$ cat src/rtl/pe0_ntt_ctrl.sv
// rtl/pe0_ntt_ctrl.sv - pe0 butterfly sequencer for a 256-point ML-KEM NTT/INTT
// Issues 7 layers x 128 butterflies with inter-layer drain bubbles and a delayed write port.
module pe0_ntt_ctrl #(
    parameter int RD_LAT = 1,
    parameter int PE_LAT = 5
) (
    input  logic       clk,
    input  logic       rst,
    input  logic       start_i,
    input  logic       mode_i,
    input  logic       hold_i,
    output logic       busy_o,
    output logic       done_o,
    output logic       rd_en_o,
    output logic [7:0] rd_addr_a_o,
    output logic [7:0] rd_addr_b_o,
    output logic [6:0] zeta_idx_o,
    output logic [3:0] pe_ctrl_o,
    output logic       pe_valid_o,
    output logic       wr_en_o,
    output logic [7:0] wr_addr_a_o,
    output logic [7:0] wr_addr_b_o
);

    localparam int          D         = RD_LAT + PE_LAT;
    localparam logic [3:0]  DRAIN_CNT = 4'(D - 1);
    localparam logic [3:0]  FLUSH_CNT = 4'(D);

    typedef enum logic [1:0] {IDLE, ISSUE, DRAIN, FLUSH} state_t;

    state_t      state_q;
    logic        mode_q;
    logic [7:0]  j_q;
    logic [7:0]  start_q;
    logic [7:0]  len_q;
    logic [6:0]  k_q;
    logic [3:0]  cnt_q;
    logic        done_q;

    logic        rd_en;
    logic [8:0]  j_inc;
    logic [8:0]  start_d;
    logic        blk_end;
    logic        layer_end;
    logic        last_layer;
    logic        final_bf;

    assign rd_en      = (state_q == ISSUE) && !hold_i;
    assign j_inc      = {1'b0, j_q} + 9'd1;
    assign start_d    = {1'b0, start_q} + {len_q, 1'b0};
    assign blk_end    = (j_inc == ({1'b0, start_q} + {1'b0, len_q}));
    // A layer's last block always ends exactly at index 256, so bit 8 flags it.
    assign layer_end  = blk_end && start_d[8];
    assign last_layer = mode_q ? (len_q == 8'd128) : (len_q == 8'd2);
    assign final_bf   = layer_end && last_layer;

    always_ff @(posedge clk or posedge rst) begin
        if (rst) begin
            state_q <= IDLE;
            mode_q  <= 1'b0;
            j_q     <= '0;
            start_q <= '0;
            len_q   <= '0;
            k_q     <= '0;
            cnt_q   <= '0;
            done_q  <= 1'b0;
        end else begin
            done_q <= 1'b0;
            case (state_q)
                IDLE: begin
                    if (start_i) begin
                        mode_q  <= mode_i;
                        j_q     <= '0;
                        start_q <= '0;
                        len_q   <= mode_i ? 8'd2 : 8'd128;
                        k_q     <= mode_i ? 7'd127 : 7'd1;
                        state_q <= ISSUE;
                    end
                end
                ISSUE: begin
                    if (!hold_i) begin
                        if (blk_end) begin
                            if (layer_end) begin
                                j_q     <= '0;
                                start_q <= '0;
                                if (final_bf) begin
                                    cnt_q   <= FLUSH_CNT;
                                    state_q <= FLUSH;
                                end else begin
                                    len_q   <= mode_q ? (len_q << 1) : (len_q >> 1);
                                    cnt_q   <= DRAIN_CNT;
                                    state_q <= DRAIN;
                                end
                            end else begin
                                j_q     <= start_d[7:0];
                                start_q <= start_d[7:0];
                            end
                            // k stops on its terminal value instead of stepping past it.
                            if (!final_bf) begin
                                k_q <= mode_q ? (k_q - 7'd1) : (k_q + 7'd1);
                            end
                        end else begin
                            j_q <= j_inc[7:0];
                        end
                    end
                end
                DRAIN: begin
                    if (cnt_q == 4'd0) begin
                        state_q <= ISSUE;
                    end else begin
                        cnt_q <= cnt_q - 4'd1;
                    end
                end
                FLUSH: begin
                    if (cnt_q == 4'd1) begin
                        done_q <= 1'b1;
                    end
                    if (cnt_q == 4'd0) begin
                        state_q <= IDLE;
                    end else begin
                        cnt_q <= cnt_q - 4'd1;
                    end
                end
                default: state_q <= IDLE;
            endcase
        end
    end

    logic [D-1:0]      pen_q;
    logic [D-1:0][7:0] pa_q;
    logic [D-1:0][7:0] pb_q;

    // Read-to-write delay line; the tap at RD_LAT-1 is the pe0 valid strobe.
    always_ff @(posedge clk or posedge rst) begin
        if (rst) begin
            pen_q <= '0;
            pa_q  <= '0;
            pb_q  <= '0;
        end else begin
            pen_q[0] <= rd_en;
            pa_q[0]  <= rd_addr_a_o;
            pb_q[0]  <= rd_addr_b_o;
            for (int i = 1; i < D; i++) begin
                pen_q[i] <= pen_q[i-1];
                pa_q[i]  <= pa_q[i-1];
                pb_q[i]  <= pb_q[i-1];
            end
        end
    end

    assign busy_o      = (state_q != IDLE);
    assign done_o      = done_q;
    assign rd_en_o     = rd_en;
    assign rd_addr_a_o = j_q;
    assign rd_addr_b_o = j_q + len_q;
    assign zeta_idx_o  = k_q;
    assign pe_ctrl_o   = {3'b000, mode_q};
    assign pe_valid_o  = pen_q[RD_LAT-1];
    assign wr_en_o     = pen_q[D-1];
    assign wr_addr_a_o = pa_q[D-1];
    assign wr_addr_b_o = pb_q[D-1];

endmodule
$ cat config.mk
export PLATFORM = sky130hd
export DESIGN_NAME = pe0_ntt_ctrl
export DESIGN_NICKNAME = d
export VERILOG_FILES = /design/src/rtl/pe0_ntt_ctrl.sv
export SDC_FILE = /design/constraint.sdc
export NUM_CORES = 1
export LEC_CHECK = 0
export CORE_MARGIN = 1.5
export CORE_UTILIZATION = 32
export CTS_CLUSTER_DIAMETER = 40
export CTS_CLUSTER_SIZE = 25
export DETAILED_ROUTE_END_ITERATION = 8
export DONT_BUFFER_PORTS = 1
export PLACE_DENSITY_LB_ADDON = 0.25
export SKIP_LAST_GASP = 1
export SLEW_MARGIN = 15
export SYNTH_ARGS = -nofsm -noshare
export SYNTH_HDL_FRONTEND = slang
export SYNTH_SLANG_ARGS = --single-unit
export TNS_END_PERCENT = 30
$ cat constraint.sdc
create_clock -name clk -period 4.8 [get_ports clk]
set_clock_uncertainty 0.15 [all_clocks]
set_input_delay 0.24 -clock clk [delete_from_list [all_inputs] [get_ports clk]]
set_output_delay 0.24 -clock clk [all_outputs]
set_load 0.1 [all_outputs]
# Yosys cells after proc, flatten, opt, wreduce, memory -nomap -nowiden
# Cells that the tools add are included.
# word_totals
out_inout_bits	48
latch_bits	0
inputBits	5
ramBits	0
register_bits	141
rom_bits	0
wordCells	100
mem_count	0
# classes
n_mux	40
n_eq_ne	15
reduce_logical	17
div_mod_pow	0
n_mul	0
add_sub_neg	7
shifts	0
bitwise_logic	0
n_lt_le_gt_ge	0
# op_table
op	n
2-to-1 mux 8 bit	13
case mux 8 bit (2 select lines)	3
2-to-1 mux 7 bit	6
2-to-1 mux 4 bit	4
inequality test 2 bit, second input constant	8
2-to-1 mux 2 bit	7
case mux 7 bit (2 select lines)	1
AND reduction 6 bit	2
AND reduction 5 bit	2
adder 8 x 1 -> 9 bit, second input constant	1
adder 8 x 8 -> 9 bit	1
adder 8 x 9 -> 9 bit	1
equality test 9 bit	1
adder 8 bit	1
equality test 8 x 2 -> 1 bit, second input constant	1
equality test 8 bit, second input constant	1
case mux 2 bit (4 select lines)	1
case mux 4 bit (2 select lines)	1
adder 7 x 1 -> 7 bit, second input constant	1
subtractor 7 x 1 -> 7 bit, second input constant	1
nonzero test 2 bit	3
equality test 2 bit, second input constant	2
equality test 4 x 1 -> 1 bit, second input constant	1
zero test 4 bit	1
10 further kinds	15

# Logic depth before layout (Yosys ltp)
# Gate-level depths: netlist (run 1).
# logic_depth
ltp_word	9
mapped_depth	12
mapped_depth_nobuf	11

# Least setup slack after synthesis (run 1)
# OpenSTA, ideal clock, no wires.
# synth_timing
path_kind	register to register
from	reg j_q[0], in the netlist rd_addr_a_o[0]
to	reg pb_q[6] in the netlist's numbering
n_path_buf	0
period_less_slack_ns	4.299
t_required_ns	4.355
setup_time_ns	0.295
slack_ns	0.501
t_arrival_ns	3.854
stages_incl_launch_ff	10
path_cell_list	dfrtp_1 ha_1 inv_1 fa_1 inv_1 a21oi_1 o21bai_1 a21o_1 a21oi_1 xnor2_1
# synth_via
elab_chain_cells	1
# synth_rtl
item	line_no	text
start, declared	33	logic [7:0] j_q;
start signal, assigned	95	j_q <= start_d[7:0];
start signal, assigned	103	j_q <= j_inc[7:0];
adder 8 bit	155	assign rd_addr_b_o = j_q + len_q;
net rd_addr_b_o[6]	16	output logic [7:0] rd_addr_b_o,
end signal, assigned by index	146	pb_q[i] <= pb_q[i-1];
end, declared	131	logic [D-1:0][7:0] pb_q;
# The timed path passes the listed nets, and every way through them passes these cells.
# A chain may end at the register's enable or synchronous reset.

# Worst setup path after layout (run 1)
# layout_timing
from	reg len_q[0]
to	reg len_q[1]
# layout_via
elab_chain_cells	6
# layout_rtl
item	line_no	text
start, declared	35	logic [7:0] len_q;
start signal, assigned	75	len_q <= mode_i ? 8'd2 : 8'd128;
start signal, assigned	90	len_q <= mode_q ? (len_q << 1) : (len_q >> 1);
adder 8 x 8 -> 9 bit / 2-to-1 mux 8 bit (equally long branches)	51, 90	
equality test 9 bit / 2-to-1 mux 8 bit (equally long branches)	51, 86	
logical AND 1 bit / 2-to-1 mux 8 bit (equally long branches)	53, 83	
logical AND 1 bit / 2-to-1 mux 8 bit (equally long branches)	55, 82	
inequality test 2 bit (no line) / 2-to-1 mux 8 bit (equally long branches)	--	
AND reduction 6 bit (no line) / case mux 8 bit (2 select lines) (equally long branches)	--	
# Several ways; a longest one is shown, not always the timed one. The select of a mux whose other input is x is not followed.

==> impl_results.md, run 1 <==
- Longest Clk Path Bufs: 2
- Pwr/cell area: approximately 710 nW/µm²
- Slew HR: a little over a third
- Peak VDD IR: a little under 0.0004 V
- Clk sinks: roughly 140
- FF+latch count, synth: between 100 and 150
- Post-synthesis cell type count: 64
- Post-cts repair resize count: 0
- Worst-margin pin slew: roughly 0.97 ns
- Drt wl/cell: around 16 µm
- Gate Count Post-Synth: 478
- Synth warn: 0
- Achievable frequency: 250 MHz
- H-tree Lvls: 4
- Highest-delay cell along the critical path: a2111oi_4
- Dpl ws: about 0.84 ns
- Critical path type: flop to flop
- First-pass GRT wire length: 19.4 mm
- RSZ-0062 raised after global routing: false
- Die ar.: roughly 19000 µm²
- Leak pwr: roughly 0.0034 µW
- Failing checks: DRC
- Reg clk slew, reported paths: ~0.060 ns
- Fillers: between 1500 and 2000
- Die Ht: about 140 µm
- DRC: 5
- Vias after detailed routing: between 3000 and 4000
- Final hold vios: 0
- Met2 Use GR: between 10% and 20%
- Clk root buf: clkbuf_16
- EDFF count, synth: 0
- GR peak layer: met2
- Mapped Avg Cell Area: between 10 and 15 µm²
- Hold_buf cts: 2
- Pin count of the biggest net entering global routing: 84
- Antenna fix cells: 0
- Routability cong.: approximately 0.84
- Core Footprint: between 15000 and 20000 µm²
- Data required time of the critical path: 4.95 ns
- Post-DRT Antenna Nets: 0
- Ratio of cells with drive above 1 in the final layout: 14.5%
- Max Cap Viol: 0
- Antenna violations before repair: 0
- Vias in the first global route: about 3700
- Tmin final: 4.00 ns
- Final setup viols: 0
- Crit end category: flop
- Netlist Area Pre-Place: about 6000 µm²
- Final worst-path setup slack: roughly 0.8 ns
- Setup Fix Bufs, Post-CTS: 0
- DR iter-0 viols: approximately 150
- Number of I/O pins: 53
- Max Fanout on Critical Path: 14
- Total wire length: 11.4 mm
- Total gr overflow: 0
- TritonCTS clock tree: done
- Starting Density: approximately 33%
- Primary FF master, synth: dfrtp_1
- Register area share after synthesis: between 50% and 60%
- Worst-Skew Late Latency: between 0.4 and 0.5 ns
- GRT Total Usage: approximately an eighth
- Met1 Use GR: between 15 and 20%
- Input/output buffers: 0
- Site row count: 49
- Vias per cell: just under 5
- Max Slew Vio Count: 0
- Syn-to-layout area delta: 15.0%
- Status: finished, violations left
- Nets: roughly 520
- Min-Delay Path Class: input port to flop
- Fin Setup TNS: 0 ns
- Fin crit share: 83.4%
- M3 GR Usage: between 4 and 5%
- Asr flop ratio synth: 100%
- Critical path's largest stage delay: slightly above 0.8 ns
- Worst Path Arrival: 4.16 ns
- Hpwl dp: between 8 and 9 mm
- Drt pass-1 iters: 6
- Critical Path Start Type: flop
- Clock buffer count from CTS: 17
- Die width: ~140 µm
- Crit-path cells: ha_1 > inv_1 > fa_1 > nor2b_1 > o2111ai_1 > a311oi_1 > o22ai_1 > a2111oi_4 > nand3b_1 > a21o_1 > mux2_4
- Reg2reg setup slack: 0.80 ns
[critical path: cells and delay by family, from the launching register on]
family                   cells  cell delay [ns]
adder cells (fa/ha/maj)      2             0.62
AO/OA/AOI/OAI                5             1.84
AND/OR/NAND/NOR              2             0.42
buffers and inverters        1             0.06
flip-flops                   1             0.47
multiplexers                 1             0.33
[layer usage]
metal / up-vias / wire length, µm
li1: 1662 / -
met4: 0 / 356
met1: 1765 / 5120
met5: - / 0
met2: 90 / 5420
met3: 22 / 529
[flip-flops by register name, indices dropped and copies added (netlist names)]
signal       cells
zeta_idx_o       7
wr_addr_a_o      8
cnt_q            4
pb_q            40
len_q            8
pa_q            40
pen_q            6
done_o           1
mode_q           1
state_q          2
rd_addr_a_o      8
wr_addr_b_o      8
start_q          8
[power by group]
| group | leakage (µW) | total (µW) | switching (µW) | internal, µW |
|---|---|---|---|---|
| registers | 0.00188 | 2080 | 626 | 1450 |
| clock network | 0.000300 | 1350 | 501 | 847 |
| logic | 0.00121 | 1440 | 972 | 468 |
[final cells by class]
| cell class | instances | area (µm²) | share of cell area (%) |
|---|---|---|---|
| clock buffer | 19 | 453 | 6.60 |
| clock inverter | 13 | 160 | 2.34 |
| inverter | 25 | 98.8 | 1.44 |
| multi-input combinational | 279 | 2180 | 31.7 |
| sequential | 141 | 3530 | 51.5 |
| tap | 229 | 287 | 4.18 |
| timing repair buffer | 20 | 155 | 2.26 |
[cell families after synthesis]
kind of cell / count (synthesis) / share of synthesized area, %
compound gates: 104 / 12.7
fa+ha+maj: 35 / 7.84
flops: 141 / 59.1
other cells: 1 / 0.0629
xor+xnor: 35 / 5.14
buf+inv: 60 / 5.26
mux: 11 / 1.95
simple gates: 91 / 7.91
[synth_stat cells (all sizes together), types with 8 or more instances]
library cell  instances  area [µm²]
inv                  25        93.8
clkbuf               10        37.5
xor2                  8        70.1
a21oi                25         129
ha                   31         388
nand3                 9        50.1
o21ai                13        68.8
mux2i                 9        90.1
a21o                 12        90.1
xnor2                27         236
buf                  25         183
nor3                 10        50.1
nor2                 10        45.0
nand2                33         124
dfrtp               141        3530
[through the flow]
stage                     hold WS, ns  power (µW)  utilization (%)  std cells  instance area [µm²]
after CTS                       0.155        4930             37.8        726                 6860
final                           0.171        4870             37.8        726                 6860
after global placement          0.117        3540             34.3        692                 6220
after global routing            0.197        5130             37.8        726                 6860
after detailed placement        0.139        3550             34.3        692                 6220
after floorplan                 0.181        3300                -        480                 5970
[final timing paths]
kind / from / endpoint / depth (start not counted)
min reg2reg: pb_q[39] / wr_addr_b_o[7] / 0
max reg2reg: len_q[0] / len_q[1] / 11
min: start_i / zeta_idx_o[5] / 4
min in group asynchronous: rst / pb_q[10] / 2
max in group asynchronous: rst / rd_addr_a_o[1] / 3
max: len_q[0] / len_q[1] / 11
[cells in the final DEF (no fill, tap or decap), drive strengths merged, types with 9 or more instances in the layout]
cell type,instances
nand2,33
a21oi,25
mux2i,9
ha,31
nor3,10
nor2,10
dfrtp,141
inv,29
a21o,12
o21ai,13
nand3,9
clkbuf,19
buf,18
xnor2,27
Power figures use the tool's default switching activity.
==> inputs of run 2 (changes only) <==
clock period = 3.4 ns   (was 4.8 ns; I/O delays follow)
==> run 2 against run 1 <==
Compared with the run above: the run still ends with DRC left; sequential power rose by 28%; core utilization rose by 1.3 points; power rose by 43%; die area did not move; final cell count rose by 4.0%; combinational power rose by 73%; critical path type is now flop to output port; highest routed layer unchanged.
==> impl_results.md, run 2 (synthesized netlist as in run 1, its figures left out) <==
- Status: finished, violations left
- Failing checks: DRC
- Drt pass-1 iters: 6 (unchanged)
- Reg2reg start: start_q[0]
- Site row count: 49 (unchanged)
- DRC: 5 (unchanged)
- Min-Delay Path Class: input port to flop
- Achievable frequency: a little over 300 MHz
- Nets: 553 (+5.5%)
- Data required time of the critical path: 3.08 ns (-1.87 ns)
- Tmin final: about 3.3 ns
- Max Cap Viol: 0 (unchanged)
- Total gr overflow: 0 (unchanged)
- Vias in the first global route: 3574 (-3.5%)
- Tot Pwr: 6980 µW (+43%)
- Worst r2r path cells: 12 (+1)
- Starting Density: 32.9% (unchanged)
- Final worst-path setup slack: 0.104 ns (-0.692 ns)
- Total wire length: 12.1 mm (+5.7%)
- Fin Setup TNS: 0 ns (unchanged)
- Worst path depth: 9 (-2)
- Critical Path Start Type: flop
- DR iter-0 viols: 316 (+110%)
- Highest-delay cell along the critical path: dfrtp_1
- Worst Path Arrival: 2.98 ns (-1.18 ns)
- CP top delay family: buffers and inverters
- Input/output buffers: 0 (unchanged)
- Worst-Skew Late Latency: 0.42 ns (about the same)
- First-pass GRT wire length: 20.0 mm (+3.0%)
- Reg clk slew, reported paths: 0.06 ns (about the same)
- Critical path type: flop to output port
- Crit end category: output port
- Worst-margin pin slew: 0.961 ns (-0.00706 ns)
- Leak pwr: 0.00353 µW (+4.2%)
- Drt wl/cell: 16.0 µm (+1.7%)
- Crit path buf inv count: 3 (+2)
- Core Footprint: 18100 µm² (unchanged)
- Final hold vios: 0 (unchanged)
- GRT Total Usage: 13.5% (+0.58 points)
- Die Ht: 140 µm (unchanged)
- Worst Setup EP: rd_addr_b_o[7]
- Reg2reg setup slack: 0.14 ns (-0.66 ns)
- Fillers: 1731 (-0.46%)
- Final non-filler cell area: 7100 µm² (+3.5%)
- Number of I/O pins: 53 (unchanged)
- Pwr/cell area: 983 nW/µm² (+39%)
- Commonest non-fill, non-tap cells in the layout: 141 x dfrtp_1, 45 x buf_4, 33 x nand2_1
- Leading cell type in the layout, fill and taps excluded: dfrtp_1
- Fin crit share: a little over nine tenths
- CP startpoint: rd_addr_a_o[3]
- Crit-path cells: buf_4 > ha_1 > inv_1 > o21bai_1 > a21oi_1 > o21bai_1 > a21oi_1 > xnor2_2 > buf_4
- Routability cong.: 0.876 (+4.3%)
- Placed cell area: 6470 µm² (+3.9%)
- Longest Clk Path Bufs: 2 (unchanged)
- Slew HR: 36.0% (+0.47 points)
- Final setup viols: 0 (unchanged)
- Dpl ws: 0.162 ns (-0.677 ns)
- Syn-to-layout area delta: 18.9%
- Clk sinks: 141 (unchanged)
- Clk root buf: clkbuf_16
- Antenna fix cells: 0 (unchanged)
- RR Endpoint: rd_addr_a_o[3]
- Vias after detailed routing: 3617 (+2.2%)
- Antenna violations before repair: 0 (unchanged)
- Top Registers: pa_q: 40 flops, pb_q: 40 flops
- Hold Slack: 0.0920 ns (-0.0789 ns)
- Clock buffer count from CTS: 17 (unchanged)
- Max Fanout on Critical Path: 9 (-5)
- Vias per cell: 4.79 (-1.7%)
- Hpwl dp: 8.63 mm (+6.9%)
- Peak VDD IR: 0.000660 V (+66%)
- Ratio of cells with drive above 1 in the final layout: 19.8% (+5.3 points)
- Max Slew Vio Count: 0 (unchanged)
- Die ar.: 19500 µm² (unchanged)
- TritonCTS clock tree: done
- Die width: 140 µm (unchanged)
- Critical path's largest stage delay: 0.57 ns (-0.26 ns)
- Pin count of the biggest net entering global routing: 90 (+7.1%)
- Post-DRT Antenna Nets: 0 (unchanged)
- RSZ-0062 raised after global routing: true
- H-tree Lvls: 4 (unchanged)
-- run 2: cell types whose count changed in the layout (fill, tap and decap cells not counted), moves of 2 or more --
cell	before	now
buf_12	0	2
bufinv_16	3	1
buf_4	18	45
inv_8	0	3
inv_6	5	3
clkinv_4	0	3
clkinv_2	4	1
-- run 2: what timing repair did --
action,in CTS,in global routing
setup endpoints to repair,0,31
hold buffers,2,0
hold endpoints to repair,145,0
buffers inserted,0,0
resized for setup,0,6
-- run 2: worst min-delay path by stage --
stage / from / endpoint / slack (ns) / depth (start not counted)
final: start_i / zeta_idx_o[5] / 0.09 / 4
after global routing: start_i / zeta_idx_o[5] / 0.15 / 4
after CTS: start_i / zeta_idx_o[5] / 0.08 / 4
after detailed placement: rst / wr_addr_b_o[5] / 0.08 / 2
after global placement: rst / wr_addr_b_o[6] / 0.06 / 2
after floorplan: pa_q[2] / pa_q[10] / 0.18 / 0
-- run 2: cell type report --
class / count / area (µm²) / area share, %
Sequential cell: 141 / 3530 / 49.7
Multi-Input combinational cell: 279 / 2200 / 31.0
Clock buffer: 20 / 457 / 6.44
Timing Repair Buffer: 49 / 398 / 5.61
Tap cell: 229 / 287 / 4.04
Clock inverter: 12 / 129 / 1.82
Inverter: 25 / 97.6 / 1.38
-- run 2: power breakdown --
| part | leakage (µW) | internal, µW | switching, µW |
|---|---|---|---|
| clock | 0.000287 | 1070 | 749 |
| combinational | 0.00136 | 809 | 1680 |
| sequential | 0.00188 | 2050 | 618 |
| total | 0.00353 | 3930 | 3040 |
-- run 2: through the flow --
stage / std cells / utilization, %
after floorplan: 480 / -
after global placement: 721 / 35.6
after global routing: 755 / 39.1
after CTS: 755 / 39.0
final: 755 / 39.1
after detailed placement: 721 / 35.6
-- run 2: worst reg2reg max path, cell delays in order (launching register included) --
cell and delay [ns]:
dfrtp_1 0.38, ha_1 0.18, inv_1 0.06, fa_1 0.41, nor2b_2 0.16, o2111ai_1 0.14, a311oi_1 0.32, o22ai_2 0.17
a2111oi_4 0.43, buf_4 0.20, and3_1 0.34, nand2_1 0.12, o311ai_1 0.10
-- run 2: routing by layer --
| layer | vias to the layer above | part of all wire [%] | routed length (µm) | track usage [%] |
|---|---|---|---|---|
| met4 | 0 | 1.5 | 180 | 5.71 |
| met2 | 88 | 49 | 5910 | 21.4 |
| li1 | 1709 | - | - | - |
| met5 | - | 0 | 0 | 0 |
| met1 | 1806 | 44 | 5270 | 17.3 |
| met3 | 14 | 6.0 | 726 | 3.68 |
